[src/rtl/sipo_frame_loader_pkg.sv]
// Shared constants for the serial frame loader: default word width and FSM state codes.
// Downstream blocks import DEFAULT_WIDTH so the register width stays in step with the loader.
package sipo_frame_loader_pkg;

    localparam int DEFAULT_WIDTH = 8;

    localparam int STATE_W = 2;
    localparam logic [1:0] ST_IDLE   = 2'd0;
    localparam logic [1:0] ST_SHIFT  = 2'd1;
    localparam logic [1:0] ST_PARITY = 2'd2;
    localparam logic [1:0] ST_DONE   = 2'd3;

endpackage

[src/rtl/sipo_frame_loader_shift_reg_n.sv]
// WIDTH-bit shift register with synchronous clear and shift enable; next value exposed.
// One-cycle update, no backpressure: shifts whenever en is high, clear has priority.
module shift_reg_n
    import sipo_frame_loader_pkg::*;
#(
    parameter int WIDTH     = DEFAULT_WIDTH,
    parameter bit MSB_FIRST = 1'b1
) (
    input  logic             clk,
    input  logic             rst,
    input  logic             clr,
    input  logic             en,
    input  logic             din,
    output logic [WIDTH-1:0] q,
    output logic [WIDTH-1:0] q_next
);

    // MSB_FIRST shifts left so the first bit ends in the top position after WIDTH shifts.
    always_comb begin
        q_next = q;
        if (clr) begin
            q_next = '0;
        end else if (en) begin
            q_next = MSB_FIRST ? {q[WIDTH-2:0], din} : {din, q[WIDTH-1:1]};
        end
    end

    always_ff @(posedge clk) begin
        if (rst) begin
            q <= '0;
        end else begin
            q <= q_next;
        end
    end

endmodule

[src/rtl/sipo_frame_loader.sv]
// Framed serial-to-parallel loader with optional even parity; load strobes one edge after the last bit.
// No backpressure: bits are taken whenever bit_valid is high, start aborts and restarts any frame.
module sipo_frame_loader
    import sipo_frame_loader_pkg::*;
#(
    parameter int WIDTH     = DEFAULT_WIDTH,
    parameter bit MSB_FIRST = 1'b1,
    parameter bit PARITY_EN = 1'b1
) (
    input  logic             clk,
    input  logic             res,
    input  logic             start,
    input  logic             bit_valid,
    input  logic             serial_in,
    output logic [WIDTH-1:0] data_out,
    output logic             load,
    output logic             busy,
    output logic             parity_err
);

    localparam int CW = $clog2(WIDTH + 1);

    logic [STATE_W-1:0] state;
    logic [STATE_W-1:0] state_nxt;
    logic [CW-1:0]      cnt;
    logic               par_acc;
    logic               sh_clr;
    logic               sh_en;
    logic               take_data;
    logic               par_bad;
    logic               last_bit;
    logic [WIDTH-1:0]   sh_q;
    logic [WIDTH-1:0]   sh_next;
    logic [WIDTH-1:0]   word;

    assign last_bit = (cnt == CW'(WIDTH - 1));

    // Without parity the final data bit is still in flight, so take the post-shift value.
    assign word = PARITY_EN ? sh_q : sh_next;

    shift_reg_n #(
        .WIDTH     (WIDTH),
        .MSB_FIRST (MSB_FIRST)
    ) u_shift (
        .clk    (clk),
        .rst    (res),
        .clr    (sh_clr),
        .en     (sh_en),
        .din    (serial_in),
        .q      (sh_q),
        .q_next (sh_next)
    );

    always_comb begin
        state_nxt = state;
        sh_clr    = 1'b0;
        sh_en     = 1'b0;
        take_data = 1'b0;
        par_bad   = 1'b0;
        case (state)
            ST_IDLE: begin
                if (start) begin
                    state_nxt = ST_SHIFT;
                    sh_clr    = 1'b1;
                end
            end
            ST_SHIFT: begin
                if (start) begin
                    sh_clr = 1'b1;
                end else if (bit_valid) begin
                    sh_en = 1'b1;
                    if (last_bit) begin
                        if (PARITY_EN) begin
                            state_nxt = ST_PARITY;
                        end else begin
                            state_nxt = ST_DONE;
                            take_data = 1'b1;
                        end
                    end
                end
            end
            ST_PARITY: begin
                if (start) begin
                    state_nxt = ST_SHIFT;
                    sh_clr    = 1'b1;
                end else if (bit_valid) begin
                    state_nxt = ST_DONE;
                    if (par_acc ^ serial_in) begin
                        par_bad = 1'b1;
                    end else begin
                        take_data = 1'b1;
                    end
                end
            end
            default: begin
                if (start) begin
                    state_nxt = ST_SHIFT;
                    sh_clr    = 1'b1;
                end else begin
                    state_nxt = ST_IDLE;
                end
            end
        endcase
    end

    // load/parity_err are set on entry to DONE so they are high exactly for the DONE cycle.
    always_ff @(posedge clk) begin
        if (res) begin
            state      <= ST_IDLE;
            cnt        <= '0;
            par_acc    <= 1'b0;
            data_out   <= '0;
            load       <= 1'b0;
            busy       <= 1'b0;
            parity_err <= 1'b0;
        end else begin
            state      <= state_nxt;
            load       <= take_data;
            parity_err <= par_bad;
            busy       <= (state_nxt != ST_IDLE);
            if (take_data) begin
                data_out <= word;
            end
            if (sh_clr) begin
                cnt     <= '0;
                par_acc <= 1'b0;
            end else if (sh_en) begin
                cnt     <= cnt + 1'b1;
                par_acc <= par_acc ^ serial_in;
            end
        end
    end

endmodule

[config.mk]
export PLATFORM = sky130hd
export DESIGN_NAME = sipo_frame_loader
export DESIGN_NICKNAME = d
export VERILOG_FILES = /design/src/rtl/sipo_frame_loader_pkg.sv /design/src/rtl/sipo_frame_loader_shift_reg_n.sv /design/src/rtl/sipo_frame_loader.sv
export SDC_FILE = /design/constraint.sdc
export NUM_CORES = 1
export LEC_CHECK = 0
export ABC_AREA = 1
export CORE_UTILIZATION = 45
export DETAILED_ROUTE_END_ITERATION = 12
export DONT_BUFFER_PORTS = 1
export SLEW_MARGIN = 20
export SYNTH_ARGS = -nofsm -noshare
export SYNTH_HDL_FRONTEND = slang
export SYNTH_SLANG_ARGS = --single-unit
export TNS_END_PERCENT = 100
[constraint.sdc]
create_clock -name clk -period 0.9 [get_ports clk]
set_input_delay 0.09 -clock clk [delete_from_list [all_inputs] [get_ports clk]]
set_output_delay 0.09 -clock clk [all_outputs]
set_load 0.01 [all_outputs]
Word-level counts from Yosys, hierarchy flattened
Cells that the tools add are included.
Widths: inputs -> output; s select.
{"block": "totals", "ram_bits": 0, "output_inout_bits": 11, "wordCells": 36, "regBits": 26, "inputBits": 5, "romBits": 0, "latchBits": 0, "n_memories": 0}
{"block": "op_classes", "muxes": 17, "addsub": 1, "multipliers": 0, "eq_ne": 3, "n_shift": 0, "n_div": 0, "n_reduce_logical": 4, "n_bitwise": 3, "magnitude_cmp": 0}
{"operator": "$mux 2", "count": 6}
{"operator": "$mux 1", "count": 10}
{"operator": "$pmux 2 s3", "count": 1}
{"operator": "$add 4x1->4 const B", "count": 1}
{"operator": "$eq 4x3->1 const B", "count": 1}
{"operator": "$reduce_or 4->1", "count": 1}
{"operator": "$eq 2x1->1 const B", "count": 1}
{"operator": "$eq 2x2->1 const B", "count": 1}
{"operator": "$logic_not 2->1", "count": 1}
{"operator": "$not 1->1", "count": 2}
{"operator": "$reduce_bool 2->1", "count": 1}
{"operator": "$reduce_or 2->1", "count": 1}
{"operator": "$xor 1x1->1", "count": 1}

Depth between registers and ports, before layout
{"block": "logic_depth", "depth_word": 6, "mapped_depth": 8, "mapped_depth_nobuf": 8}

Hierarchy
From an unflattened synthesis, not the netlist that was laid out.
{"block": "hier_totals", "hier_cells": 173, "area_unflattened_um2": 1363.8}
{"module": "sipo_frame_loader", "seq_area_each_um2": 360.3, "area_each_um2": 893.4, "instances": 1, "cells_per_inst": 112}
{"module": "shift_reg_n", "seq_area_each_um2": 160.2, "area_each_um2": 470.5, "instances": 1, "cells_per_inst": 61}

Worst setup path before layout
No wires, ideal clock.
{"block": "synth_path", "path_kind": "reg-to-reg", "from": "register cnt[0]", "to": "register busy", "path_slack_ps": -120, "n_path_buf": 0, "period_less_slack_ps": 1020, "arrival_ps": 905, "setup_time_ps": 115, "path_stages_with_launch": 9, "required_ps": 785, "path_cell_list": "dfxtp_1 ha_1 nand2_1 nor2_1 nand2_1 nand2_1 nand2_1 nand2_1 nand2_1"}
{"block": "synth_via", "elab_chain_len": 6}
{"item": "start: declaration", "line": "sipo_frame_loader.sv:25", "text": "logic [CW-1:0] cnt;"}
{"item": "start signal: assignment", "line": "sipo_frame_loader.sv:128", "text": "cnt <= cnt + 1'b1;"}
{"item": "$eq 4x3->1", "line": "sipo_frame_loader.sv:36", "text": "assign last_bit = (cnt == CW'(WIDTH - 1));"}
{"item": "$mux 2", "line": "sipo_frame_loader.sv:72", "text": "if (last_bit) begin"}
{"item": "$mux 2", "line": "sipo_frame_loader.sv:70", "text": "end else if (bit_valid) begin"}
{"item": "$mux 2", "line": "sipo_frame_loader.sv:68", "text": "if (start) begin"}
{"item": "$pmux 2 s3", "line": "sipo_frame_loader.sv:60", "text": "case (state)"}
{"item": "$reduce_bool 2->1", "line": "sipo_frame_loader.sv:120", "text": "busy <= (state_nxt != ST_IDLE);"}
{"item": "end signal: assignment", "line": "sipo_frame_loader.sv:120"}
{"item": "end: declaration", "line": "sipo_frame_loader.sv:17", "text": "output logic busy,"}
No other way between the ends.
A chain may end at the register's enable or synchronous reset.

Worst setup path in the final report
{"block": "layout_path", "from": "register state[0]", "to": "register cnt[3]"}
{"block": "layout_via", "elab_chain_len": 2}
{"item": "start: declaration", "line": "sipo_frame_loader.sv:23", "text": "logic [STATE_W-1:0] state;"}
{"item": "start signal: assignment", "line": "sipo_frame_loader.sv:117", "text": "state <= state_nxt;"}
{"item": "$eq 2x1->1", "line": "sipo_frame_loader.sv:60"}
{"item": "$mux 1", "line": "sipo_frame_loader.sv:60"}
No other way between the ends.

==> impl_metrics.json <==
{
  "die_h_um": 52.03,
  "fin_ws_ns": -0.1598,
  "violations": "setup timing",
  "grt-ovfl-total": 0,
  "grt_setup_unrepaired": "true",
  "slew_headroom_pct": 81.70,
  "critPathRequiredTime_ns": 1.13,
  "leakage_nw": 0.6522,
  "p_clk_share_pct": 36.1,
  "ys_top_cells_by_area": "dfxtp_1 46%, nor2_1 11%, nand2_1 9.3%",
  "cp_data_arrival_time_ns": 1.29,
  "remaining_drc_errors": 0,
  "place_ws_ns": -0.1468,
  "yosysMostFrequentCell": "nor2_1",
  "cts.sinks": 26,
  "rr_endpoint": "cnt[3]",
  "fin_crit_sh_pct": 117.8,
  "fmax_mhz": 943.6,
  "yosysWarnings": 0,
  "rows": 17,
  "wire_per_inst_um": 12.26,
  "area_delta_synth_final_pct": 34.56,
  "wirelength_mm": 2.403,
  "status": "finished with violations",
  "grt_pass1_wl_mm": 3.995,
  "worstSkewPairLatency_ns": 0.33,
  "ys_ff_latch": 26,
  "crit_start": "state[0]",
  "final_hold_viol_count": 0,
  "cts_tree": "done",
  "num_io_pins": 16,
  "grt_max_degree": 16,
  "vdd_drop_max_mv": 1.435,
  "utilization_pct": 66.57,
  "die_width_um": 52.03,
  "cp-start-kind": "register",
  "syn_inst": 148,
  "yosysTopAreaCellShare_pct": 46.22,
  "cp-endpoint": "cnt[3]",
  "netlist_area_sq_mm": 0.001126,
  "r2r_slack_ns": -0.16,
  "nNetsFinal": 175,
  "reg2regPathDepth": 7,
  "fill_cells": 184,
  "drive_gt1_share_pct": 32.74,
  "synth_top_area_cell": "dfxtp_1",
  "crit_fanout": 5,
  "syn_nets": 154,
  "skew_ns": 0.007152,
  "numCtsBuffers": 3,
  "tightest_slew_ns": 0.2728,
  "vias": 972,
  "synthFlopType": "dfxtp_1",
  "crit_type": "reg2reg",
  "period_minus_slack_ns": 1.060,
  "report.final.slew_viol_count": 0,
  "grt_pass1_vias": 876,
  "yosysSeqAreaShare_pct": 46.22,
  "antenna_found_initial": 0,
  "gp_congestion": 0.8413,
  "synth.avg_cell_area_sq_um": 7.609,
  "core_sq_mm": 0.002276,
  "cts_root_buffer": "clkbuf_4",
  "cap_violations": 0,
  "finalNonFillerCells": 196,
  "start_util_pct": 49.48,
  "hpwl_mm": 1.421,
  "die_area_sq_mm": 0.002707,
  "num_antenna_cells": 0,
  "htreeDepth": 1,
  "cts_max_path_buffers": 2,
  "switching_power_mw": 0.4923,
  "worst_setup_path_end_kind": "register",
  "synth_commonest_cells": "33 x nor2_1, 28 x nand2_1, 26 x dfxtp_1",
  "io_buffers": 0,
  "via_per_inst": 4.959,
  "seqPwrFrac_pct": 53.4,
  "async_reset_ff_share_pct": 0,
  "clk_pin_slew_ns": 0.14,
  "synth_edf_count": 0,
  "setup_viol": 24,
  "drtIter0Drc": 14,
  "p_sw_share_pct": 22.36,
  "combPwrFrac_pct": 10.5,
  "rr_startpoint": "state[0]",
  "track_usage_pct": 20.24,
  "min_path_type": "in2reg",
  "power_density_mw_per_mm2": 1453,
  "drtAntennaViolNets": 0,
  "netlist-cell-type-count": 18,
  "dpl.cell_count": 182,
  "first_pass_iters": 4,
  "p_int_mw": 1.710
}
worst max-delay path, stage by stage, from the launching register on:
cell and delay (ns):
dfxtp_2 0.37, buf_6 0.11, nand2_8 0.06, nor2_4 0.16, buf_6 0.13, nand3_2 0.05
nand2_1 0.06, nor2_1 0.03
metrics by stage:
step	setup TNS, ns	power, mW	hold slack, ns	cell area [sq um]
after global placement	-2.057	1.358	0.2714	1250
after detailed placement	-2.390	1.361	0.2800	1250
after floorplan	-0.5016	1.327	0.2527	1170
after CTS	-3.144	2.203	0.01797	1500
final	-3.019	2.202	0.02750	1515
after global routing	-4.708	2.290	0.03641	1515
worst min path at each step:
stage | from | end | slack [ns] | depth (start not counted)
global placement | serial_in | u_shift.q[0] | 0.27 | 2
global route | start | state[1] | 0.04 | 5
CTS | start | state[1] | 0.02 | 5
floorplan | serial_in | u_shift.q[0] | 0.25 | 2
finish | start | state[1] | 0.03 | 5
detailed placement | serial_in | u_shift.q[0] | 0.28 | 2
repair_timing:
| item | CTS | global route |
|---|---|---|
| buffers inserted | 2 | 0 |
| gates resized for setup | 21 | 12 |
| pin swaps | 16 | 8 |
| setup endpoints to repair | 25 | 26 |
| endpoints found under the hold margin | 3 | 0 |
| hold buffers | 4 | 0 |
| gates cloned | 5 | 0 |
power groups by stage:
stage	registers, mW	clock network (mW)	logic [mW]
after global routing	1.18	0.858	0.253
after detailed placement	1.21	0	0.153
after global placement	1.21	0	0.151
after CTS	1.18	0.807	0.218
final	1.18	0.795	0.231
after floorplan	1.21	0	0.122
layout by cell type, fill, tap and decap left out, drive strengths merged:
cell / count
xor2: 1
ha: 1
inv: 13
dlygate4sd3: 4
nand3: 3
nor2: 35
dfxtp: 26
bufinv: 1
o21ai: 10
clkbuf: 3
clkinv: 1
a21oi: 12
nand2: 36
buf: 14
nand3b: 8
state kept, by name, summed over array words and instances, names as in the netlist:
name        cells
data_out        8
u_shift.q       8
cnt             4
state           2
busy            1
load            1
par_acc         1
parity_err      1
cells by family (layout without fill, tap and decap cells):
kind of cell	after synthesis	in the layout	synth area share, %
AOI/OAI and AO/OA	22	22	10.11
xor gates and xnor gates	1	1	0.7779
adders and majority gates	1	1	1.111
buffers and inverters	19	36	9.109
DFF	26	26	46.22
and+or+nand+nor	79	82	32.67
layer usage:
| metal | global-route usage, % | vias up | wire, um |
|---|---|---|---|
| li1 | - | 510 | - |
| met1 | 24.06 | 431 | 1074 |
| met2 | 35.68 | 29 | 1202 |
| met3 | 6.433 | 2 | 111 |
| met4 | 3.153 | 0 | 14 |
| met5 | 0 | - | 0 |
layout make-up:
| class | instances | area [sq um] | share of cell area (%) |
|---|---|---|---|
| Sequential cell | 26 | 531.8 | 35.10 |
| Clock buffer | 3 | 22.52 | 1.486 |
| Tap cell | 28 | 35.03 | 2.312 |
| Clock inverter | 1 | 30.03 | 1.982 |
| Inverter | 14 | 60.06 | 3.964 |
| Multi-Input combinational cell | 106 | 650.6 | 42.94 |
| Timing Repair Buffer | 18 | 185.2 | 12.22 |
(Power assumes the default switching activity.)
